## config.mk

```make
export PLATFORM = sky130hd
export DESIGN_NAME = lpif_txrx_x8_asym1_half_master_gearbox
export DESIGN_NICKNAME = d
export VERILOG_FILES = /design/src/rtl/lpif_gearbox_pkg.sv /design/src/rtl/lpif_asym1_half_unpack.sv /design/src/rtl/lpif_txrx_x8_asym1_half_master_gearbox.sv
export SDC_FILE = /design/constraint.sdc
export NUM_CORES = 2
export LEC_CHECK = 0
export CELL_PAD_IN_SITES_DETAIL_PLACEMENT = 2
export CELL_PAD_IN_SITES_GLOBAL_PLACEMENT = 2
export CORE_AREA = 4 4 646 648
export DETAILED_ROUTE_END_ITERATION = 8
export DIE_AREA = 0 0 650 652
export GPL_ROUTABILITY_DRIVEN = 0
export HOLD_SLACK_MARGIN = 0.12
export PLACE_DENSITY_LB_ADDON = 0.15
export SLEW_MARGIN = 20
export SYNTH_ARGS = -nofsm -noshare
export SYNTH_HDL_FRONTEND = slang
export SYNTH_SLANG_ARGS = --single-unit
```

## constraint.sdc

```tcl
create_clock -name lclk -period 1.6 [get_ports lclk]
set_input_delay 0.32 -clock lclk [delete_from_list [all_inputs] [get_ports lclk]]
set_output_delay 0.32 -clock lclk [all_outputs]
set_load 0.005 [all_outputs]
```

## src/rtl/lpif_gearbox_pkg.sv

```systemverilog
// Shared widths, beat field offsets, beat struct and TX packer state encoding
// for the LPIF x8 asym1 half-rate gearbox.
package lpif_gearbox_pkg;

    localparam int BEAT_W = 273;
    localparam int WORD_W = 546;

    localparam int STATE_OFF     = 0;
    localparam int PROTID_OFF    = 4;
    localparam int DATA_OFF      = 6;
    localparam int DVALID_OFF    = 262;
    localparam int CRC_OFF       = 263;
    localparam int CRC_VALID_OFF = 271;
    localparam int VALID_OFF     = 272;

    // Packed structs list the MSB first, so state lands at bit 0.
    typedef struct packed {
        logic         valid;
        logic         crc_valid;
        logic [7:0]   crc;
        logic         dvalid;
        logic [255:0] data;
        logic [1:0]   protid;
        logic [3:0]   state;
    } lpif_beat_t;

    typedef enum logic [1:0] {
        EMPTY,
        HALF,
        FULL
    } tx_state_e;

endpackage

```

## src/rtl/lpif_asym1_half_unpack.sv

```systemverilog
// RX unpacker: holds one 546-bit word and presents its two halves as
// consecutive registered beats, low half (older beat) first.
module lpif_asym1_half_unpack
    import lpif_gearbox_pkg::*;
(
    input  logic              clk,
    input  logic              srst,
    input  logic [WORD_W-1:0] word,
    input  logic              word_vld,
    output logic              word_rdy,
    output logic [BEAT_W-1:0] beat,
    output logic              beat_vld,
    input  logic              beat_rdy
);

    logic              held_reg;
    logic              phase_reg;
    logic [BEAT_W-1:0] high_reg;
    logic [BEAT_W-1:0] beat_reg;
    logic              word_load;

    // A new word may load in the same cycle the second beat drains.
    assign word_rdy  = !held_reg || (phase_reg && beat_rdy);
    assign word_load = word_vld && word_rdy;

    always_ff @(posedge clk) begin
        if (srst) begin
            held_reg  <= 1'b0;
            phase_reg <= 1'b0;
            high_reg  <= '0;
            beat_reg  <= '0;
        end else if (word_load) begin
            held_reg  <= 1'b1;
            phase_reg <= 1'b0;
            high_reg  <= word[BEAT_W +: BEAT_W];
            beat_reg  <= word[0 +: BEAT_W];
        end else if (held_reg && beat_rdy) begin
            if (!phase_reg) begin
                phase_reg <= 1'b1;
                beat_reg  <= high_reg;
            end else begin
                held_reg  <= 1'b0;
                phase_reg <= 1'b0;
            end
        end
    end

    assign beat     = beat_reg;
    assign beat_vld = held_reg;

endmodule

```

## src/rtl/lpif_txrx_x8_asym1_half_master_gearbox.sv

```systemverilog
// Master-side LPIF x8 asym1 half-rate gearbox: packs two TX beats per word and
// splits RX words into two beats. Define LPIF_GEARBOX_FLUSH_EN to let flush close a half word.
module lpif_txrx_x8_asym1_half_master_gearbox
    import lpif_gearbox_pkg::*;
(
    input  logic              lclk,
    input  logic              lclk_rst,
    input  logic              dstrm_beat_vld,
    output logic              dstrm_beat_rdy,
    input  logic [3:0]        dstrm_state,
    input  logic [1:0]        dstrm_protid,
    input  logic [255:0]      dstrm_data,
    input  logic              dstrm_dvalid,
    input  logic [7:0]        dstrm_crc,
    input  logic              dstrm_crc_valid,
    input  logic              dstrm_valid,
    output logic [WORD_W-1:0] txfifo_downstream_data,
    output logic              txfifo_downstream_vld,
    input  logic              txfifo_downstream_rdy,
    input  logic [WORD_W-1:0] rxfifo_upstream_data,
    input  logic              rxfifo_upstream_vld,
    output logic              rxfifo_upstream_rdy,
    output logic [3:0]        ustrm_state,
    output logic [1:0]        ustrm_protid,
    output logic [255:0]      ustrm_data,
    output logic              ustrm_dvalid,
    output logic [7:0]        ustrm_crc,
    output logic              ustrm_crc_valid,
    output logic              ustrm_valid,
    output logic              ustrm_beat_vld,
    input  logic              ustrm_beat_rdy,
    input  logic              flush
);

    lpif_beat_t        dstrm_beat;
    tx_state_e         state_reg;
    logic [WORD_W-1:0] word_reg;
    logic              beat_acc;
    logic              word_drain;
    logic [BEAT_W-1:0] ustrm_beat;

    assign dstrm_beat = '{valid: dstrm_valid, crc_valid: dstrm_crc_valid, crc: dstrm_crc,
                          dvalid: dstrm_dvalid, data: dstrm_data, protid: dstrm_protid,
                          state: dstrm_state};

    assign dstrm_beat_rdy = (state_reg != FULL) || txfifo_downstream_rdy;
    assign beat_acc       = dstrm_beat_vld && dstrm_beat_rdy;
    assign word_drain     = (state_reg == FULL) && txfifo_downstream_rdy;

    always_ff @(posedge lclk) begin
        if (lclk_rst) begin
            state_reg <= EMPTY;
            word_reg  <= '0;
        end else begin
            case (state_reg)
                EMPTY: begin
                    if (beat_acc) begin
                        word_reg[0 +: BEAT_W] <= dstrm_beat;
                        state_reg             <= HALF;
                    end
                end
                HALF: begin
                    if (beat_acc) begin
                        word_reg[BEAT_W +: BEAT_W] <= dstrm_beat;
                        state_reg                  <= FULL;
                    end
`ifdef LPIF_GEARBOX_FLUSH_EN
                    else if (flush) begin
                        // Zero high half leaves beat1 valid=0 for the far end.
                        word_reg[BEAT_W +: BEAT_W] <= '0;
                        state_reg                  <= FULL;
                    end
`endif
                end
                FULL: begin
                    if (word_drain) begin
                        if (beat_acc) begin
                            word_reg[0 +: BEAT_W] <= dstrm_beat;
                            state_reg             <= HALF;
                        end else begin
                            state_reg <= EMPTY;
                        end
                    end
                end
                default: state_reg <= EMPTY;
            endcase
        end
    end

`ifndef LPIF_GEARBOX_FLUSH_EN
    logic unused_flush;
    assign unused_flush = flush;
`endif

    assign txfifo_downstream_data = word_reg;
    assign txfifo_downstream_vld  = (state_reg == FULL);

    lpif_asym1_half_unpack u_unpack (
        .clk      (lclk),
        .srst     (lclk_rst),
        .word     (rxfifo_upstream_data),
        .word_vld (rxfifo_upstream_vld),
        .word_rdy (rxfifo_upstream_rdy),
        .beat     (ustrm_beat),
        .beat_vld (ustrm_beat_vld),
        .beat_rdy (ustrm_beat_rdy)
    );

    assign ustrm_state     = ustrm_beat[STATE_OFF +: 4];
    assign ustrm_protid    = ustrm_beat[PROTID_OFF +: 2];
    assign ustrm_data      = ustrm_beat[DATA_OFF +: 256];
    assign ustrm_dvalid    = ustrm_beat[DVALID_OFF];
    assign ustrm_crc       = ustrm_beat[CRC_OFF +: 8];
    assign ustrm_crc_valid = ustrm_beat[CRC_VALID_OFF];
    assign ustrm_valid     = ustrm_beat[VALID_OFF];

endmodule

```

==> metrics.yaml <==
critical_path:
  crit_type: "flip-flop to output pin"
  worst_setup_path_start_kind: "flip-flop"
  required_ns: 1.28
  slowest_delay_ns: 0.32
  endpoint_kind: "output pin"
  path_buf_inv: 3
  slowest_stage: "dfxtp_2"
  arrival_ns: 1.77
  crit_chain: "buf_6, a21bo_4, buf_12, buf_8"
  cp_max_fo: 2
  cp_top_family: "buffers and inverters"
cts:
  htreeDepth: 4
  worstSkewPairLatency_ns: 0.86
  cts_inserted_buffers: 165
  clock-root-buffer: "clkbuf_16"
  clkTransAtPathRegs_ns: 0.06
  cts_sinks: 1096
  clockBufferDepth: 4
  cts_tree: "yes"
final_layout:
  final_cell_mix: "1022 x a21oi_1, 822 x clkdlybuf4s50_1, 775 x dlygate4sd3_1, 766 x dfxtp_2, 709 x buf_6"
  largest_reg_flops: 546
  layout_commonest_cell: "a21oi_1"
  area_growth_pct: 103
  nets: 8381
  fin_util_pct: 20.8
  final_area_um2: 85900
  drive_gt1_share_pct: 33.1
die:
  start_util_pct: 10.3
  die_w_um: 650
  die_area_um2: 424000
  fp.dieH_um: 652
  core_um2: 412000
  rows: 236
  io_pins: 1649
routing:
  dr.pass1.iters: 5
  post_drt_wl_per_cell_um: 25.1
  num_vias: 48663
  drtIter0Drc: 1708
  ant_nets: 0
  drc_errors: 0
  drt-total-wl_mm: 331
  post_drt_via_cell_ratio: 3.69
global_route:
  overflow: 0
  grt_max_degree: 82
  antenna_found_initial: 100
  grt_pass1_vias: 53918
  grt_pass1_wl_mm: 444
  grt_use_total_pct: 14.6
flow_run:
  cap_violations: 0
yosys:
  ys_seq_elements: 1096
  syn_nets: 5739
  yosys_warnings: 0
  ys_seq_area_share_pct: 52.0
  postSynthAreaPerCell_um2: 8.60
  synth_area_um2: 42200
  synthCells: 4913
  synth.distinct_cells: 26
outcome:
  status: "finished with violations"
  violations: "setup timing"
sta:
  slew_headroom_pct: 66.0
  setup_viol: 962
  hold_viol_final: 0
  rsz0062_at_grt: "yes"
  final.period_utilization_pct: 131
  setup_ws_ns: -0.494
  max_freq_ghz: 0.477
  period_needed_ns: 2.09
  tightestPinTransition_ns: 0.510
  slew_viol_final: 0
  fin_skew_ns: 0.0607
placement:
  dp_hpwl_mm: 246
  numPortBuffers: 1647
  place_area_um2: 68300
min_path:
  hp-class: "input pin to flip-flop"
pwr:
  totalPowerFinal_mw: 86.7
  cellPowerDensity_nw_per_um2: 1010
  ir_drop_mv: 0.721
  p_leak_nw: 32.4
## synthesized netlist by cell type (all sizes together)
| cell | n | area, um2 |
|---|---|---|
| a21oi | 1096 | 5490 |
| buf | 212 | 1220 |
| a21o | 273 | 2050 |
| nand2 | 547 | 2060 |
| xor2 | 1 | 8.76 |
| dfxtp | 1096 | 21900 |
| clkbuf | 305 | 1140 |
| nor2 | 2 | 7.51 |
| nor2b | 4 | 25.0 |
| o21ai | 273 | 1370 |
| a2bb2oi | 1 | 8.76 |
| o221a | 273 | 3070 |
| and3b | 2 | 17.5 |
| nor3b | 1 | 7.51 |
| nand2b | 4 | 25.0 |
| xnor2 | 1 | 8.76 |
| a21bo | 1 | 10.0 |
| nand3 | 546 | 2730 |
| inv | 274 | 1030 |
| nand3b | 1 | 7.51 |
## final timing paths
check | depth (start not counted) | slack (ns) | start | endpoint
setup reg to reg | 10 | -0.33 | u_unpack.phase_reg | u_unpack.beat[0]
hold reg to reg | 2 | 0.46 | txfifo_downstream_data[313] | txfifo_downstream_data[313]
setup / recovery | 4 | -0.49 | u_unpack.phase_reg | rxfifo_upstream_rdy
hold / removal | 3 | 0.22 | dstrm_data[54] | txfifo_downstream_data[333]
## area by class of cell
cell class,instances,area (um2)
clock inverter,38,459
inverter,274,1030
antenna,46,115
sequential,1096,23100
fill,46558,326000
multi-input combinational,3026,17300
clock buffer,251,4850
timing repair buffer,2992,32100
tap,5474,6850
## per-stage QoR
stage / worst slack (ns) / instances / setup TNS, ns / hold WS, ns
floorplan: 0.205 / 4913 / 0 / 0.453
global placement: -0.738 / 11898 / -520.49 / 0.443
detailed placement: -0.701 / 11898 / -521.07 / 0.449
CTS: -0.652 / 13090 / -205.04 / 0.121
global route: -0.602 / 13181 / -243.38 / 0.152
finish: -0.494 / 13197 / -113.15 / 0.219
## per-layer routing
layer / global-route usage (%) / routed length (um) / part of all wire (%) / vias to the layer above
met3: 4.25 / 20800 / 6.3 / 410
met2: 28.0 / 177000 / 53 / 1244
met1: 15.4 / 125000 / 38 / 24343
met5: 0 / 320 / 0.097 / -
met4: 3.48 / 8370 / 2.5 / 56
li1: - / - / - / 22610
## where the power goes
part | internal (mW) | switching [mW]
Sequential | 29.6 | 1.42
Combinational | 9.71 | 8.64
Clock | 22.0 | 15.4
Total | 61.3 | 25.4
## cells by family (layout without fill, tap and decap cells)
kind of cell | Yosys count | in the layout | share of synthesized area, %
buffers and inverters | 791 | 3555 | 8.05
AND/OR/NAND/NOR | 1107 | 1107 | 11.6
other | 0 | 46 | 0
XOR/XNOR | 2 | 2 | 0.0415
flip-flops | 1096 | 1096 | 52.0
AO/OA/AOI/OAI | 1917 | 1917 | 28.4
## worst register-to-register path, delay by kind of cell, from the launching register on
kind / cells / cell delay, ns
compound gates: 2 / 0.35
buf+inv: 7 / 1.03
flops: 1 / 0.32
simple gates: 1 / 0.14
## repair_timing
action / 4_1_cts / 5_1_grt
hold buffers: 775 / 0
setup buffers: 130 / 25
cloned: 12 / 39
gates resized for setup: 5172 / 122
endpoints found under the hold margin: 991 / 0
setup endpoints to repair: 1423 / 1682
pin swaps: 28 / 92
Note: power is estimated with default switching activity, not from simulation.
